[src/rtl/sig_scan_if.sv]
// rtl/sig_scan_if.sv - load stream and scan result bundle for sig_scan
interface sig_scan_if #(
  parameter int NUM_PAT = 8,
  parameter int ADDR_W  = 13,
  parameter int CODE_W  = 4
);
  logic [ADDR_W-1:0]  addr;
  logic               wr;
  logic [7:0]         data;
  logic               done;
  logic [NUM_PAT-1:0] hit;
  logic [CODE_W-1:0]  result;
  logic               result_valid;
  logic               busy;

  modport master (
    output addr, wr, data, done,
    input  hit, result, result_valid, busy
  );

  modport slave (
    input  addr, wr, data, done,
    output hit, result, result_valid, busy
  );
endinterface

[src/rtl/sig_scan.sv]
// rtl/sig_scan.sv - masked byte-signature scanner with thresholded, vetoed mapper code resolve
module sig_scan #(
  parameter int NUM_PAT = 8,
  parameter int PAT_LEN = 5,
  parameter int ADDR_W  = 13,
  parameter int CODE_W  = 4,
  parameter logic [NUM_PAT*PAT_LEN*8-1:0] PATTERNS     = '0,
  parameter logic [NUM_PAT*PAT_LEN*8-1:0] MASKS        = '1,
  parameter logic [NUM_PAT*4-1:0]         LENS         = '0,
  parameter logic [NUM_PAT*8-1:0]         NEEDS        = '0,
  parameter logic [NUM_PAT*NUM_PAT-1:0]   VETO         = '0,
  parameter logic [NUM_PAT*CODE_W-1:0]    CODES        = '0,
  parameter logic [CODE_W-1:0]            DEFAULT_CODE = '0
) (
  input logic        clk,
  input logic        reset_n,
  sig_scan_if.slave  bus
);
  localparam int         HW       = (PAT_LEN - 1) * 8;
  localparam logic [3:0] FILL_MAX = 4'(PAT_LEN);

  typedef enum logic [1:0] {IDLE, SCAN, RESOLVE, DONE} state_t;

  state_t              state_q, state_d;
  logic [HW-1:0]       hist_q, hist_d;
  logic [3:0]          fill_q, fill_d;
  logic [ADDR_W-1:0]   last_addr_q, last_addr_d;
  logic [7:0]          count_q [NUM_PAT];
  logic [7:0]          count_d [NUM_PAT];
  logic [CODE_W-1:0]   result_q, result_d;
  logic                rv_q, rv_d;

  logic                restart, contig, accept;
  logic [3:0]          fill_base, fill_new, len_i;
  logic [PAT_LEN*8-1:0] win;
  logic [NUM_PAT-1:0]  match, hit, eligible;
  logic [7:0]          need_i, base_i;
  logic [CODE_W-1:0]   code_sel;

  // win holds the newest byte at [7:0]; older bytes follow at increasing offsets
  always_comb begin
    len_i     = '0;
    win       = {hist_q, bus.data};
    restart   = bus.wr && (bus.addr == '0);
    contig    = (bus.addr == last_addr_q + ADDR_W'(1));
    fill_base = (restart || !contig) ? 4'd0 : fill_q;
    fill_new  = (fill_base >= FILL_MAX) ? FILL_MAX : fill_base + 4'd1;
    match     = '0;
    for (int i = 0; i < NUM_PAT; i++) begin
      len_i    = LENS[i*4 +: 4];
      match[i] = (fill_new >= len_i);
      for (int k = 0; k < PAT_LEN; k++) begin
        if (k < int'(len_i) &&
            (((win[(int'(len_i) - 1 - k)*8 +: 8] ^ PATTERNS[(i*PAT_LEN + k)*8 +: 8])
              & MASKS[(i*PAT_LEN + k)*8 +: 8]) != 8'h00))
          match[i] = 1'b0;
      end
    end
  end

  always_comb begin
    need_i   = '0;
    hit      = '0;
    eligible = '0;
    for (int i = 0; i < NUM_PAT; i++) begin
      need_i = NEEDS[i*8 +: 8];
      hit[i] = count_q[i] >= ((need_i == 8'd0) ? 8'd1 : need_i);
    end
    for (int i = 0; i < NUM_PAT; i++)
      eligible[i] = hit[i] & ~|(hit & VETO[i*NUM_PAT +: NUM_PAT]);
    code_sel = DEFAULT_CODE;
    for (int i = NUM_PAT - 1; i >= 0; i--)
      if (eligible[i]) code_sel = CODES[i*CODE_W +: CODE_W];
  end

  always_comb begin
    state_d     = state_q;
    hist_d      = hist_q;
    fill_d      = fill_q;
    last_addr_d = last_addr_q;
    count_d     = count_q;
    result_d    = result_q;
    rv_d        = rv_q;
    base_i      = '0;
    accept      = restart || (bus.wr && state_q == SCAN);

    if (accept) begin
      for (int i = 0; i < NUM_PAT; i++) begin
        base_i     = restart ? 8'd0 : count_q[i];
        count_d[i] = (match[i] && base_i != 8'hFF) ? base_i + 8'd1 : base_i;
      end
      hist_d      = win[HW-1:0];
      fill_d      = fill_new;
      last_addr_d = bus.addr;
    end

    case (state_q)
      SCAN:    if (bus.done) state_d = RESOLVE;
      RESOLVE: begin
        result_d = code_sel;
        rv_d     = 1'b1;
        state_d  = DONE;
      end
      default: ;
    endcase

    // a fresh image start overrides everything except a same-cycle done in SCAN
    if (restart) begin
      rv_d = 1'b0;
      if (!(state_q == SCAN && bus.done)) state_d = SCAN;
    end
  end

  always_ff @(posedge clk or negedge reset_n) begin
    if (!reset_n) begin
      state_q     <= IDLE;
      hist_q      <= '0;
      fill_q      <= '0;
      last_addr_q <= '0;
      result_q    <= DEFAULT_CODE;
      rv_q        <= 1'b0;
      for (int i = 0; i < NUM_PAT; i++) count_q[i] <= '0;
    end else begin
      state_q     <= state_d;
      hist_q      <= hist_d;
      fill_q      <= fill_d;
      last_addr_q <= last_addr_d;
      result_q    <= result_d;
      rv_q        <= rv_d;
      for (int i = 0; i < NUM_PAT; i++) count_q[i] <= count_d[i];
    end
  end

  assign bus.hit          = hit;
  assign bus.result       = result_q;
  assign bus.result_valid = rv_q;
  assign bus.busy         = (state_q == SCAN);
endmodule

[src/flat_wrapper.sv]
// flat-port wrapper written by rule: the top's interface ports become plain ports
module sig_scan_flat 
#(
  parameter int NUM_PAT = 8,
  parameter int PAT_LEN = 5,
  parameter int ADDR_W  = 13,
  parameter int CODE_W  = 4,
  parameter logic [NUM_PAT*PAT_LEN*8-1:0] PATTERNS     = '0,
  parameter logic [NUM_PAT*PAT_LEN*8-1:0] MASKS        = '1,
  parameter logic [NUM_PAT*4-1:0]         LENS         = '0,
  parameter logic [NUM_PAT*8-1:0]         NEEDS        = '0,
  parameter logic [NUM_PAT*NUM_PAT-1:0]   VETO         = '0,
  parameter logic [NUM_PAT*CODE_W-1:0]    CODES        = '0,
  parameter logic [CODE_W-1:0]            DEFAULT_CODE = '0
)
  (clk, reset_n, bus_addr, bus_wr, bus_data, bus_done, bus_hit, bus_result, bus_result_valid, bus_busy);
  sig_scan_if #(.NUM_PAT(NUM_PAT), .ADDR_W(ADDR_W), .CODE_W(CODE_W)) bus_i ();
  input logic clk;
  input logic reset_n;
  input wire logic [$bits(bus_i.addr)-1:0] bus_addr;
  input wire logic [$bits(bus_i.wr)-1:0] bus_wr;
  input wire logic [$bits(bus_i.data)-1:0] bus_data;
  input wire logic [$bits(bus_i.done)-1:0] bus_done;
  output wire logic [$bits(bus_i.hit)-1:0] bus_hit;
  output wire logic [$bits(bus_i.result)-1:0] bus_result;
  output wire logic [$bits(bus_i.result_valid)-1:0] bus_result_valid;
  output wire logic [$bits(bus_i.busy)-1:0] bus_busy;
  assign bus_i.addr = bus_addr;
  assign bus_i.wr = bus_wr;
  assign bus_i.data = bus_data;
  assign bus_i.done = bus_done;
  assign bus_hit = bus_i.hit;
  assign bus_result = bus_i.result;
  assign bus_result_valid = bus_i.result_valid;
  assign bus_busy = bus_i.busy;
  sig_scan #(.NUM_PAT(NUM_PAT), .PAT_LEN(PAT_LEN), .ADDR_W(ADDR_W), .CODE_W(CODE_W), .PATTERNS(PATTERNS), .MASKS(MASKS), .LENS(LENS), .NEEDS(NEEDS), .VETO(VETO), .CODES(CODES), .DEFAULT_CODE(DEFAULT_CODE)) u_core (.clk(clk), .reset_n(reset_n), .bus(bus_i));
endmodule
[config.mk]
export PLATFORM = sky130hd
export DESIGN_NAME = sig_scan_flat
export DESIGN_NICKNAME = d
export VERILOG_FILES = /design/src/rtl/sig_scan_if.sv /design/src/rtl/sig_scan.sv /design/src/flat_wrapper.sv
export SDC_FILE = /design/constraint.sdc
export NUM_CORES = 1
export LEC_CHECK = 0
export BUFFER_PORTS_ARGS = -buffer_cell sky130_fd_sc_hd__buf_2
export CAP_MARGIN = 40
export CORE_AREA = 3 3 114 116
export DETAILED_ROUTE_END_ITERATION = 16
export DIE_AREA = 0 0 117 119
export PLACE_DENSITY = 0.47
export SLEW_MARGIN = 20
export SYNTH_ARGS = -nofsm -noshare
export SYNTH_HDL_FRONTEND = slang
export SYNTH_SLANG_ARGS = --single-unit
export TNS_END_PERCENT = 20
[constraint.sdc]
create_clock -name clk -period 1.88 [get_ports clk]
set_clock_uncertainty 0.2 [all_clocks]
set_input_delay 0.094 -clock clk [delete_from_list [all_inputs] [get_ports clk]]
set_output_delay 0.094 -clock clk [all_outputs]
set_load 0.03 [all_outputs]
==> results.md <==
- Initial antenna violation count: 0
- PwrDens: 1380 nW/um^2
- Chip Height: 119 um
- Most common cell after layout, fill and taps aside: dfrtp_1
- Worst Path Arrival: 1.83 ns
- CP Capture Type: register
- Req. time, crit path: around 1.9 ns
- Highest clock rate: 0.556 GHz
- Clock H-tree levels: 3
- Hold_sp: bus_addr[2]
- FF/Latch Area: roughly 1700 um^2
- Leak: 1.71 nW
- Setup WS post-layout: between 0.08 and 0.09 ns
- Count of different cell masters after synthesis: 41
- DP HPWL: 5160 um
- Area contributors post-synth: dfrtp_1 (47%), a211oi_1 (6.1%), and4_1 (5.1%), a21oi_1 (3.3%), a31oi_1 (3.1%)
- Final setup vio count: 0
- Antenna cell count: 0
- Clk sinks: 67
- Clock buffer depth: 2
- Syn Std Cell Area: 3590 um^2
- Cell Rows: 40
- Maximum vdd drop: 634 uV
- Final critical-path share of the clock period: about 96%
- Int Power: 0.00368 W
- Final Net Count: 424
- Pin count of the biggest net entering global routing: 68
- Worst setup SP type: register
- 1st-pass router iterations: 4
- TritonCTS buffer count: 9
- Routed vias: around 3000
- Post-synth top area cell: dfrtp_1
- CTS clock-pin slew for the worst setup and hold paths: 0.05 ns
- Root buf cell: clkbuf_16
- Area growth syn-to-layout: 17.8%
- Placed Instances: between 500 and 600
- Clock tree from TritonCTS: done
- Port bufs: 26
- Total of warnings raised by yosys: 0
- Die area: roughly 14000 um^2
- #FFs+latches synth: 67
- Multi-input combinational cell area: 1760 um^2
- Combinational power share: a little under a third
- Detailed Route WL: 8350 um
- Clock group share of total power: 25.7%
- Power share of the sequential group: 44.3%
- Gr ovfl total: 0
- Gr usage total: 12.6%
- Commonest cells after routing, fill and taps aside: dfrtp_1 (67), a211oi_1 (29), buf_2 (26)
- Syn avg cell area: 9.77 um^2
- Flop2flop setup slack: 0.08 ns
- Final hold vios: 0
- Post-route setup TNS: 0 ns
- Avg WL per Cell: 15.2 um
- Worst slack, placed: 0.0151 ns
- Die W: 117 um
- Layout cell share with drive strength beyond 1: 18.0%
- Num ports: 39
- Core area: between 10000 and 15000 um^2
- Antenna viol nets, final: 0
- DRC errors left: 0
- Number of global-route vias before repair: 2972
- Final Slew Violations: 0
- Crit Path Class: reg -> reg
- Vias per cell: 5.55
- First-pass GRT wire length: 14200 um
- Final std cells w/o fill: 548
- HP Class: in -> reg
- Psw: 0.00217 W
- Worst skew pair latency: 0.33 ns
- Worst Setup SP: u_core.state_q[1]$_DFF_PN0_
- GP Congestion: approximately 0.75
- Number of DRC markers in iteration 0: 220
- Starting Density: between 20 and 30%
- Syn Inst Count: roughly 370
- Status: completed
- Post-synth top area share: 46.6%
- Switching Fraction: 37.1%
- Minimum clock period: 1.80 ns
- Seq/Total Area, Yosys: 46.6%
- Crit path max fanout: 8
- Layout fillers: 1200
- Fin Hold WS: 0.0380 ns
- RR Startpoint: u_core.state_q[1]$_DFF_PN0_
- Max_cap viols: 0
layout make-up:
cell class | instances | area share (%)
Multi-Input combinational cell | 268 | 41.6
Tap cell | 147 | 4.34
Clock buffer | 12 | 5.82
Timing Repair Buffer | 44 | 7.65
Inverter | 7 | 0.620
Sequential cell | 67 | 39.6
Clock inverter | 3 | 0.355
critical path: stages, from the launching register on:
cell and delay (ns):
dfrtp_1 0.39, inv_2 0.08, ha_4 0.19, clkbuf_4 0.22, and4_2 0.30, a31oi_1 0.10, a211oi_1 0.23
registers in the layout, summed over array words and instances, names as in the netlist:
register                 count
u_core.bus.result_valid      1
u_core.count_q              64
u_core.state_q               2
Yosys cell counts (all sizes together):
master and count:
a2111oi 1, a211oi 29, a21boi 2, a21o 1
a21oi 24, a311oi 9, a31oi 18, a41oi 11
and2 7, and3 14, and4 21, and4b 2
buf 21, clkbuf 8, conb 1, dfrtp 67
ha 2, inv 7, nand2 15, nand3 14
nand4 9, nor2 25, nor2b 6, nor3 12
nor3b 1, nor4 19, nor4b 1, o211a 1
o211ai 3, o21a 2, o21ai 8, o221a 1
o221ai 1, o311a 1, or3 1, xnor2 3
final timing paths:
| path | cells past startpoint | endpoint |
|---|---|---|
| worst min register to register | 2 | u_core.bus.result_valid$_DFFE_PN0P_ |
| max in group asynchronous | 3 | u_core.count_q[15]$_DFFE_PN0P_ |
| worst max-delay path | 6 | u_core.count_q[20]$_DFFE_PN0P_ |
| worst min-delay path | 4 | u_core.state_q[0]$_DFF_PN0_ |
| min in group asynchronous | 3 | u_core.count_q[46]$_DFFE_PN0P_ |
| worst max register to register | 6 | u_core.count_q[20]$_DFFE_PN0P_ |
logic make-up after synthesis:
kind of cell	count (synthesis)	synth area share [%]
other	1	0.104
buffers and inverters	36	5.85
flip-flops	67	46.6
AO/OA/AOI/OAI	112	21.5
XOR/XNOR	3	0.731
adder cells (fa/ha/maj)	2	0.696
AND/OR/NAND/NOR	147	24.4
routing by layer:
metal	global-route usage, %	vias to the layer above	part of all wire [%]	routed length (um)
met4	4.80	0	1.5	127
met3	3.81	9	4.3	357
met1	17.7	1479	49	4110
li1	-	1505	-	-
met2	18.1	51	45	3760
met5	0	-	0	0
power by group through the flow:
stage | clock network [W] | logic, W | registers (W)
6_report | 0.00150 | 0.00175 | 0.00259
5_1_grt | 0.00163 | 0.00199 | 0.00269
4_1_cts | 0.00157 | 0.00164 | 0.00256
3_5_place_dp | 0 | 0.00163 | 0.00257
3_3_place_gp | 0 | 0.00160 | 0.00259
2_1_floorplan | 0 | 0.00140 | 0.00233
timing repair:
action | CTS | global route
setup endpoints to repair | 0 | 23
resized for setup | 0 | 15
buffers inserted | 0 | 5
hold buffers | 2 | 0
endpoints found under the hold margin | 69 | 0
per-stage QoR:
stage / utilization (%) / power, W / area (um^2)
final: 35.3 / 0.00585 / 4240
after global routing: 35.3 / 0.00632 / 4240
after CTS: 34.7 / 0.00577 / 4170
after detailed placement: 32.4 / 0.00421 / 3890
after global placement: 32.4 / 0.00419 / 3890
after floorplan: - / 0.00373 / 3620
No activity file was read; power rests on OpenSTA's default activity.
